File: src/rtl/nn_sequencer_if.sv
// Host/datapath handshake bundle for nn_sequencer: job control in,
// SRAM addresses, MAC strobes and status out.
interface nn_sequencer_if;
   logic        start;
   logic        abort;
   logic        mac1_done;
   logic        mac2_done;
   logic [17:0] address_1;
   logic [11:0] address_2;
   logic [9:0]  address_3;
   logic [5:0]  address_4;
   logic        mac1_start;
   logic        mac2_start;
   logic        we_out;
   logic        busy;
   logic        done;
   logic        error;

   modport master (
      input  start, abort, mac1_done, mac2_done,
      output address_1, address_2, address_3, address_4,
      output mac1_start, mac2_start, we_out, busy, done, error
   );

   modport slave (
      output start, abort, mac1_done, mac2_done,
      input  address_1, address_2, address_3, address_4,
      input  mac1_start, mac2_start, we_out, busy, done, error
   );
endinterface

File: src/rtl/nn_sequencer.sv
// Two-layer inference control FSM: streams SRAM addresses, pulses MAC starts,
// writes the output SRAM and watches for MAC completions that never arrive.
module nn_sequencer #(
   parameter int N_IN    = 784,
   parameter int N_HID   = 100,
   parameter int N_OUT   = 10,
   parameter int W1_BASE = 0,
   parameter int SIG_LAT = 2,
   parameter int TIMEOUT = 4096
) (
   input logic           clk,
   input logic           reset,
   nn_sequencer_if.master bus
);
   localparam logic [3:0] S_IDLE    = 4'd0;
   localparam logic [3:0] S_L1_RUN  = 4'd1;
   localparam logic [3:0] S_L1_WAIT = 4'd2;
   localparam logic [3:0] S_SIG1    = 4'd3;
   localparam logic [3:0] S_L2_RUN  = 4'd4;
   localparam logic [3:0] S_L2_WAIT = 4'd5;
   localparam logic [3:0] S_SIG2    = 4'd6;
   localparam logic [3:0] S_WR_OUT  = 4'd7;
   localparam logic [3:0] S_DONE    = 4'd8;

   localparam int KW = 16;
   localparam int WW = $clog2(TIMEOUT) + 1;

   logic [3:0]    state_q, state_d;
   logic [KW-1:0] k_q, k_d;
   logic [WW-1:0] wd_q, wd_d;
   logic [17:0]   a1_q, a1_d;
   logic [11:0]   a2_q, a2_d;
   logic [9:0]    a3_q, a3_d;
   logic [5:0]    a4_q, a4_d;
   logic          m1s_q, m1s_d, m2s_q, m2s_d, we_q, we_d;
   logic          busy_q, busy_d, done_q, done_d, err_q, err_d;
   logic          wd_expired;

   assign wd_expired = (wd_q == WW'(TIMEOUT - 1));

   always_comb begin
      state_d = state_q;
      k_d     = k_q + 1'b1;
      err_d   = err_q;
      case (state_q)
         S_IDLE: begin
            k_d = '0;
            if (bus.start) begin
               state_d = S_L1_RUN;
               err_d   = 1'b0;
            end
         end
         S_L1_RUN: if (k_q == KW'(N_IN - 1)) begin state_d = S_L1_WAIT; k_d = '0; end
         S_L1_WAIT: begin
            k_d = '0;
            // a done arriving on the last allowed cycle still counts
            if (bus.mac1_done)   state_d = S_SIG1;
            else if (wd_expired) begin state_d = S_IDLE; err_d = 1'b1; end
         end
         S_SIG1:   if (k_q == KW'(SIG_LAT - 1)) begin state_d = S_L2_RUN; k_d = '0; end
         S_L2_RUN: if (k_q == KW'(N_HID - 1)) begin state_d = S_L2_WAIT; k_d = '0; end
         S_L2_WAIT: begin
            k_d = '0;
            if (bus.mac2_done)   state_d = S_SIG2;
            else if (wd_expired) begin state_d = S_IDLE; err_d = 1'b1; end
         end
         S_SIG2:   if (k_q == KW'(SIG_LAT - 1)) begin state_d = S_WR_OUT; k_d = '0; end
         S_WR_OUT: if (k_q == KW'(N_OUT - 1)) begin state_d = S_DONE; k_d = '0; end
         S_DONE:   begin state_d = S_IDLE; k_d = '0; end
         default:  begin state_d = S_IDLE; k_d = '0; end
      endcase
      if (bus.abort && state_q != S_IDLE) begin
         state_d = S_IDLE;
         k_d     = '0;
         err_d   = err_q;
      end
   end

   always_comb begin
      wd_d = '0;
      if ((state_q == S_L1_WAIT || state_q == S_L2_WAIT) && state_d == state_q)
         wd_d = wd_q + 1'b1;
   end

   // Outputs are computed from the next state so every flop is a pure Moore output.
   always_comb begin
      a1_d   = a1_q;
      a2_d   = a2_q;
      a3_d   = a3_q;
      a4_d   = a4_q;
      case (state_d)
         S_IDLE:   begin a1_d = '0; a2_d = '0; a3_d = '0; a4_d = '0; end
         S_L1_RUN: begin a3_d = k_d[9:0]; a1_d = 18'(W1_BASE) + 18'(k_d); end
         S_L2_RUN: a2_d = k_d[11:0];
         S_WR_OUT: a4_d = k_d[5:0];
         default:  ;
      endcase
      m1s_d  = (state_d == S_L1_RUN) && (k_d == '0);
      m2s_d  = (state_d == S_L2_RUN) && (k_d == '0);
      we_d   = (state_d == S_WR_OUT);
      busy_d = (state_d != S_IDLE);
      done_d = (state_d == S_DONE);
   end

   always_ff @(posedge clk or posedge reset) begin
      if (reset) begin
         state_q <= S_IDLE;
         k_q     <= '0;
         wd_q    <= '0;
         a1_q    <= '0;
         a2_q    <= '0;
         a3_q    <= '0;
         a4_q    <= '0;
         m1s_q   <= 1'b0;
         m2s_q   <= 1'b0;
         we_q    <= 1'b0;
         busy_q  <= 1'b0;
         done_q  <= 1'b0;
         err_q   <= 1'b0;
      end else begin
         state_q <= state_d;
         k_q     <= k_d;
         wd_q    <= wd_d;
         a1_q    <= a1_d;
         a2_q    <= a2_d;
         a3_q    <= a3_d;
         a4_q    <= a4_d;
         m1s_q   <= m1s_d;
         m2s_q   <= m2s_d;
         we_q    <= we_d;
         busy_q  <= busy_d;
         done_q  <= done_d;
         err_q   <= err_d;
      end
   end

   assign bus.address_1  = a1_q;
   assign bus.address_2  = a2_q;
   assign bus.address_3  = a3_q;
   assign bus.address_4  = a4_q;
   assign bus.mac1_start = m1s_q;
   assign bus.mac2_start = m2s_q;
   assign bus.we_out     = we_q;
   assign bus.busy       = busy_q;
   assign bus.done       = done_q;
   assign bus.error      = err_q;
endmodule

File: src/flat_wrapper.sv
// flat-port wrapper written by rule: the top's interface ports become plain ports
module nn_sequencer_flat 
#(
   parameter int N_IN    = 784,
   parameter int N_HID   = 100,
   parameter int N_OUT   = 10,
   parameter int W1_BASE = 0,
   parameter int SIG_LAT = 2,
   parameter int TIMEOUT = 4096
)
  (clk, reset, bus_start, bus_abort, bus_mac1_done, bus_mac2_done, bus_address_1, bus_address_2, bus_address_3, bus_address_4, bus_mac1_start, bus_mac2_start, bus_we_out, bus_busy, bus_done, bus_error);
  nn_sequencer_if bus_i ();
  input logic clk;
  input logic reset;
  input wire logic [$bits(bus_i.start)-1:0] bus_start;
  input wire logic [$bits(bus_i.abort)-1:0] bus_abort;
  input wire logic [$bits(bus_i.mac1_done)-1:0] bus_mac1_done;
  input wire logic [$bits(bus_i.mac2_done)-1:0] bus_mac2_done;
  output wire logic [$bits(bus_i.address_1)-1:0] bus_address_1;
  output wire logic [$bits(bus_i.address_2)-1:0] bus_address_2;
  output wire logic [$bits(bus_i.address_3)-1:0] bus_address_3;
  output wire logic [$bits(bus_i.address_4)-1:0] bus_address_4;
  output wire logic [$bits(bus_i.mac1_start)-1:0] bus_mac1_start;
  output wire logic [$bits(bus_i.mac2_start)-1:0] bus_mac2_start;
  output wire logic [$bits(bus_i.we_out)-1:0] bus_we_out;
  output wire logic [$bits(bus_i.busy)-1:0] bus_busy;
  output wire logic [$bits(bus_i.done)-1:0] bus_done;
  output wire logic [$bits(bus_i.error)-1:0] bus_error;
  assign bus_i.start = bus_start;
  assign bus_i.abort = bus_abort;
  assign bus_i.mac1_done = bus_mac1_done;
  assign bus_i.mac2_done = bus_mac2_done;
  assign bus_address_1 = bus_i.address_1;
  assign bus_address_2 = bus_i.address_2;
  assign bus_address_3 = bus_i.address_3;
  assign bus_address_4 = bus_i.address_4;
  assign bus_mac1_start = bus_i.mac1_start;
  assign bus_mac2_start = bus_i.mac2_start;
  assign bus_we_out = bus_i.we_out;
  assign bus_busy = bus_i.busy;
  assign bus_done = bus_i.done;
  assign bus_error = bus_i.error;
  nn_sequencer #(.N_IN(N_IN), .N_HID(N_HID), .N_OUT(N_OUT), .W1_BASE(W1_BASE), .SIG_LAT(SIG_LAT), .TIMEOUT(TIMEOUT)) u_core (.clk(clk), .reset(reset), .bus(bus_i));
endmodule
File: config.mk
export PLATFORM = sky130hd
export DESIGN_NAME = nn_sequencer_flat
export DESIGN_NICKNAME = d
export VERILOG_FILES = /design/src/rtl/nn_sequencer_if.sv /design/src/rtl/nn_sequencer.sv /design/src/flat_wrapper.sv
export SDC_FILE = /design/constraint.sdc
export NUM_CORES = 1
export LEC_CHECK = 0
export ABC_AREA = 1
export BUFFER_PORTS_ARGS = -buffer_cell sky130_fd_sc_hd__buf_4
export CAP_MARGIN = 40
export CORE_ASPECT_RATIO = 1.4
export CORE_MARGIN = 2
export CORE_UTILIZATION = 57
export DETAILED_ROUTE_END_ITERATION = 10
export PLACE_DENSITY = 0.88
export SLEW_MARGIN = 20
export SYNTH_ARGS = -nofsm -noshare
export SYNTH_HDL_FRONTEND = slang
export SYNTH_SLANG_ARGS = --single-unit
File: constraint.sdc
create_clock -name clk -period 2.6 [get_ports clk]
set_input_delay 0.52 -clock clk [delete_from_list [all_inputs] [get_ports clk]]
set_output_delay 0.52 -clock clk [all_outputs]
set_load 0.05 [all_outputs]
==> reports/qor.txt, run 1 <==
Initial Util = 0.5851
Design Power = 3.063 mW
gr usage total = 0.2680
cell seen most often among critical-path stages = nand2_1
post-route clock skew = 8.326 ps
minimum clock period = 2320 ps
worst path bufs/invs = 1
post-synthesis cell count = 509
run status = finished clean
YS warnings = 0
Startpoint Class = flop
Core ar. = 6569 sq um
Static Leak = 2.503 nW
sequential area share after synthesis = 0.4753
deepest clock path buffer count = 2
Worst-Margin Slew = 662.1 ps
unrepaired setup endpoints after global routing = false
Synth async-reset ratio = 1.000
Synth Flop Type = dfrtp_1
CTS tree = built
total grt overflow = 0
power per cell area = 682.8 nW/um^2
Slew headroom = 0.5579
Die W = 73.40 um
1st-iter DRT viols = 190
Hold/Removal Path Class = primary input to asynchronous set/reset pin
layout cells sized above 1 = 0.1770
routed len/inst = 14.73 um
register bit total from synthesis = 73
Crit. End Element = flop
EDFF count, synth = 0
Die Span Y = 101.2 um
# diodes = 0
worst skew pair latency = 360 ps
maximum clock frequency = 431.1 MHz
Worst path slowest cell = dfrtp_1
Vias = 3489
worst endpoint required time = 2840 ps
largest net degree at the start of global routing = 45
area grow syn2layout = 16.70%
first-pass GRT wire length = 15320 um
setup tns final = 0 ps
path depth of the worst reg2reg path = 14
initial antenna violation count = 0
number of global-route vias before repair = 3421
Core Rows = 35
Top delay family on crit path = simple AND/OR/NAND/NOR gates
1st-pass router iterations = 5
DP HPWL = 6801 um
MaxCap Viol Count = 0
io pins = 58
post-synth cell types = 31
final WL = 9411 um
RD Place Congestion = 0.9787
# setup viols final = 0
DRC violations left = 0
Hold-fix buffers, CTS = 0
total CTS buffers = 9
die area = 7426 sq um
PortBufs = 55
worst setup path class = flop to flop
worst-path maximum fanout = 18
final worst path period share = 0.8922
final hold viol count = 0
nets = 569
clock-pin slew on the worst setup and hold paths = 80 ps
htree depth = 3
Max Slew Vio Count = 0
WP data arrival = 2560 ps
Max stage delay on crit path = 450 ps
routed vias/inst = 5.460
Post-Syn Area = 3844 sq um
clock sink total = 73
DRT antenna net count = 0
Root Buffer Master = clkbuf_8
crit-path cells = ha_1 -> nand3_1 -> nor2_1 -> nand2_1 -> nand2_1 -> o21ai_1 -> nor2_1 -> nand2_2 -> nand2_2 -> nor2_2 -> nand2_4 -> inv_4 -> nand2_1 -> nand2_1
mean post-synth cell area = 7.551 sq um
IR Drop Worst-Case VDD = 0.4837 mV
critical path depth = 14
==> metrics by stage <==
stage	instance area (sq um)	setup slack, ps	hold slack, ps	instances	util
after detailed placement	4239	298.6	477.3	621	0.6453
after global routing	4486	37.14	322.6	639	0.6829
final	4486	280.2	251.1	639	0.6829
after CTS	4466	272.1	269.3	637	0.6798
after global placement	4239	382.3	465.8	621	0.6453
after floorplan	3847	226.7	454.5	510	-
==> cells by family after synthesis <==
kind of cell / Yosys count / synth area share
simple gates: 309 / 0.3421
other cells: 1 / 0.0009756
compound gates: 18 / 0.03060
flops: 73 / 0.4753
fa+ha+maj: 3 / 0.009767
buf+inv: 89 / 0.1048
xor+xnor: 16 / 0.03646
==> cells in the mapped netlist (2+ instances only) <==
master,count,area share
inv_2,4,0.0039
nand2_1,162,0.16
nand3_1,42,0.055
nor2_1,69,0.067
nand3b_1,2,0.0039
nor3_2,2,0.0052
buf_4,14,0.027
xnor2_1,4,0.0091
inv_1,64,0.062
dfrtp_1,73,0.48
nand4_1,7,0.011
nand2_2,5,0.0081
nor2_2,7,0.011
ha_1,3,0.0098
xor2_1,12,0.027
o211ai_1,3,0.0059
o21ai_0,10,0.013
nor3_1,9,0.012
buf_2,5,0.0065
==> flip-flops by register name (all words and copies together), names as in the netlist <==
name / flops
u_core.state_q: 4
u_core.bus.busy: 1
u_core.bus.error: 1
u_core.bus.we_out: 1
u_core.bus.mac1_start: 1
u_core.bus.done: 1
u_core.bus.address_1: 7
u_core.bus.address_4: 6
u_core.wd_q: 13
u_core.k_q: 16
u_core.bus.mac2_start: 1
u_core.bus.address_2: 12
u_core.bus.address_3: 9
==> path summary, 6_finish.rpt <==
path / from / end / slack, ps
setup reg to reg: u_core.k_q[0] / u_core.bus.address_1[10] / 280
hold / removal: reset / u_core.bus.busy / 250
setup / recovery: u_core.k_q[0] / u_core.bus.address_1[10] / 280
hold reg to reg: u_core.bus.address_2[4] / u_core.bus.address_2[4] / 500
max in group asynchronous: reset / u_core.k_q[12] / 1680
min in group clk: u_core.bus.address_2[4] / u_core.bus.address_2[4] / 500
==> what timing repair did <==
| item | CTS | global route |
|---|---|---|
| setup endpoints to repair | 0 | 7 |
| gates resized for setup | 0 | 1 |
| setup buffers | 0 | 2 |
==> power breakdown <==
group / total (mW) / leakage, nW / switching, mW / internal [mW]
clock network: 1.02 / 0.116 / 0.469 / 0.552
logic: 0.826 / 1.37 / 0.632 / 0.193
registers: 1.22 / 1.01 / 0.0394 / 1.18
==> layout make-up <==
type / instances / area (sq um)
clock buffers: 9 / 123.9
clock inverters: 7 / 102.6
fillers: 513 / 2083
inverters: 69 / 261.5
multi-input cells: 348 / 1623
flip-flops and latches: 73 / 1827
well taps: 74 / 92.59
repair buffers: 59 / 455.4
==> cells in the final DEF, fill, tap and decap left out, drive strengths merged <==
cell and n:
a21oi 1, buf 59, bufinv 2, clkbuf 9, clkinv 3, conb 2, dfrtp 73, ha 3
inv 71, nand2 168, nand3 43, nand3b 2, nand4 7, nor2 77, nor3 11, nor4 1
o211ai 3, o21ai 12, o21bai 1, o31ai 1, xnor2 4, xor2 12
==> per-layer routing <==
layer	track usage	vias to the layer above	routed length, um
met3	0.04876	31	490
met4	0.1497	0	376
met5	0	-	0
li1	-	1653	-
met1	0.3184	1658	3609
met2	0.4532	147	4936
No activity file was read; power rests on OpenSTA's default activity.
==> inputs of run 2 (changes only) <==
CORE_UTILIZATION = 45   (was 57)
PLACE_DENSITY = 0.73   (was 0.88)
==> reports/qor.txt, run 2 (synthesized netlist as in run 1, its figures left out) <==
Root Buffer Master = clkbuf_16
commonest non-fill, non-tap cells in the layout = 162 x nand2_1, 73 x dfrtp_1, 69 x nor2_1, 63 x inv_1, 59 x buf_4
IR Drop Worst-Case VDD = 0.4954 mV (+2.4%)
worst endpoint required time = 2820 ps (-20 ps)
total grt overflow = 0 (unchanged)
met3 routed WL = 370 um (-24%)
routed len/inst = 13.53 um (-8.1%)
die area = 9308 sq um (+25%)
area grow syn2layout = 19.14%
Hold/Removal Path Class = primary input to asynchronous set/reset pin
# fillers = 762 (+49%)
met2 wire length = 4747 um (-3.8%)
# setup viols final = 0 (unchanged)
number of global-route vias before repair = 3220 (-5.9%)
total CTS buffers = 9 (unchanged)
worst-path maximum fanout = 23 (+5)
layout cells sized above 1 = 0.1770 (unchanged)
PortBufs = 55 (unchanged)
nets = 569 (unchanged)
unrepaired setup endpoints after global routing = false
initial antenna violation count = 0 (unchanged)
RR Startpoint = u_core.wd_q[0]
Core ar. = 8247 sq um (+26%)
WL met1 = 3685 um (+2.1%)
final worst path period share = 0.9140 (+0.02173)
clock sink total = 73 (unchanged)
most common cell after layout, fill and taps aside = nand2_1
Startpoint Class = flop
largest net degree at the start of global routing = 43 (-4.4%)
Initial Util = 0.4661 (-0.1191)
Final WS setup = 223.7 ps (-56.50 ps)
DRT antenna net count = 0 (unchanged)
Reg2Reg Setup Slack = 220 ps (-60 ps)
MaxCap Viol Count = 0 (unchanged)
final WL = 9027 um (-4.1%)
minimum clock period = 2376 ps (+56.50 ps)
routed vias/inst = 4.990 (-8.6%)
gr usage total = 0.2106 (-0.05742)
reg2reg end = u_core.bus.address_3[1]
final hold viol count = 0 (unchanged)
RD Place Congestion = 0.9218 (-5.8%)
# diodes = 0 (unchanged)
power per cell area = 710.4 nW/um^2 (+4.1%)
clock share of power = 0.381 (+0.048)
Reg power frac = 0.375 (-0.022)
Worst-Margin Slew = 511.2 ps (-150.9 ps)
htree depth = 3 (unchanged)
max FFs per register = 16 (unchanged)
crit path from = u_core.wd_q[0]
max layer used = met4
Slew headroom = 0.6592 (+0.1013)
DRC violations left = 0 (unchanged)
post-route clock skew = 7.075 ps (-1.251 ps)
path depth of the worst reg2reg path = 12 (-2)
Die Span Y = 113.4 um (+12%)
multi-input logic area = 1618 sq um (-0.31%)
setup tns final = 0 ps (unchanged)
Placed Area = 4269 sq um (+0.71%)
DP HPWL = 6846 um (+0.67%)
maximum clock frequency = 420.8 MHz (-2.4%)
pre-CTS setup slack = 242.7 ps (-55.92 ps)
worst setup path class = flop to flop
Die W = 82.11 um (+12%)
first-pass GRT wire length = 14950 um (-2.4%)
io pins = 58 (unchanged)
post-route cell area = 4579 sq um (+2.1%)
P_sw = 1.145 mW (+0.34%)
deepest clock path buffer count = 2 (unchanged)
Core Rows = 39 (+11%)
run status = finished clean
1st-iter DRT viols = 190 (unchanged)
largest register by flop count = u_core.k_q
worst skew pair latency = 340 ps (-20 ps)
crit path to = u_core.bus.address_3[1]
Static Leak = 2.528 nW (+1.0%)
CTS tree = built
clock-pin slew on the worst setup and hold paths = 60 ps (-20 ps)
Vias = 3328 (-4.6%)
Sw Share = 0.3520 (-0.02067)
combinational share of power = 0.244 (-0.026)
post_cts resized = 0 (unchanged)
Design Power = 3.253 mW (+6.2%)
FF+latch area = 1827 sq um (unchanged)
WP data arrival = 2600 ps (+40 ps)
Crit. End Element = flop
Max Slew Vio Count = 0 (unchanged)
Int Power = 2.108 mW (+9.7%)
1st-pass router iterations = 5 (unchanged)
[run 2: changes by cell type in the layout (fill, tap and decap cells not counted), sizes merged]
cell / previous run / this run
clkinvlp: 0 / 1
bufinv: 2 / 1
[run 2: final cells by class]
cell class	instances	share of cell area
well taps	102	0.02787
flip-flops and latches	73	0.3989
multi-input cells	348	0.3533
clock buffers	9	0.04918
repair buffers	59	0.09672
inverters	69	0.05710
clock inverters	7	0.01694
[run 2: critical path, cell delays in order (launching register included)]
cell	delay (ps)
dfrtp_1	400
ha_1	210
nand3_1	160
nor2_2	220
nand3_1	170
inv_1	110
nor2_1	50
nor2_1	110
nand2_2	110
o21ai_2	180
nand2_2	300
nand3_1	170
nand2_1	70
[run 2: per-stage QoR]
step / util / hold slack (ps) / cells
floorplan: - / 454.5 / 510
global placement: 0.5177 / 463.2 / 650
detailed placement: 0.5177 / 462.5 / 650
CTS: 0.5544 / 101.5 / 666
global route: 0.5553 / 119.2 / 667
finish: 0.5553 / 107.5 / 667
[run 2: how the worst min path moves through the flow]
stage | depth (start not counted) | end | slack [ps]
detailed placement | 2 | u_core.bus.busy | 460
finish | 2 | u_core.bus.busy | 110
CTS | 2 | u_core.bus.busy | 100
floorplan | 1 | u_core.wd_q[0] | 450
global placement | 2 | u_core.bus.busy | 460
global route | 2 | u_core.bus.busy | 120
[run 2: routing by layer]
layer  GRT usage  up-vias
met5           0        -
li1            -     1665
met1      0.2523     1564
met2      0.3556       82
met3     0.03987       17
met4      0.1022        0
[run 2: what timing repair did]
item,CTS,global route
buffers inserted,0,1
setup endpoints to repair,0,12
hold buffers,0,0
[run 2: power by group through the flow]
stage | clock, mW | combinational [mW] | sequential, mW
final | 1.24 | 0.795 | 1.22
after global routing | 1.32 | 0.867 | 1.22
after CTS | 1.26 | 0.778 | 1.22
after detailed placement | 0 | 0.777 | 1.24
after global placement | 0 | 0.776 | 1.24
after floorplan | 0 | 0.552 | 1.32
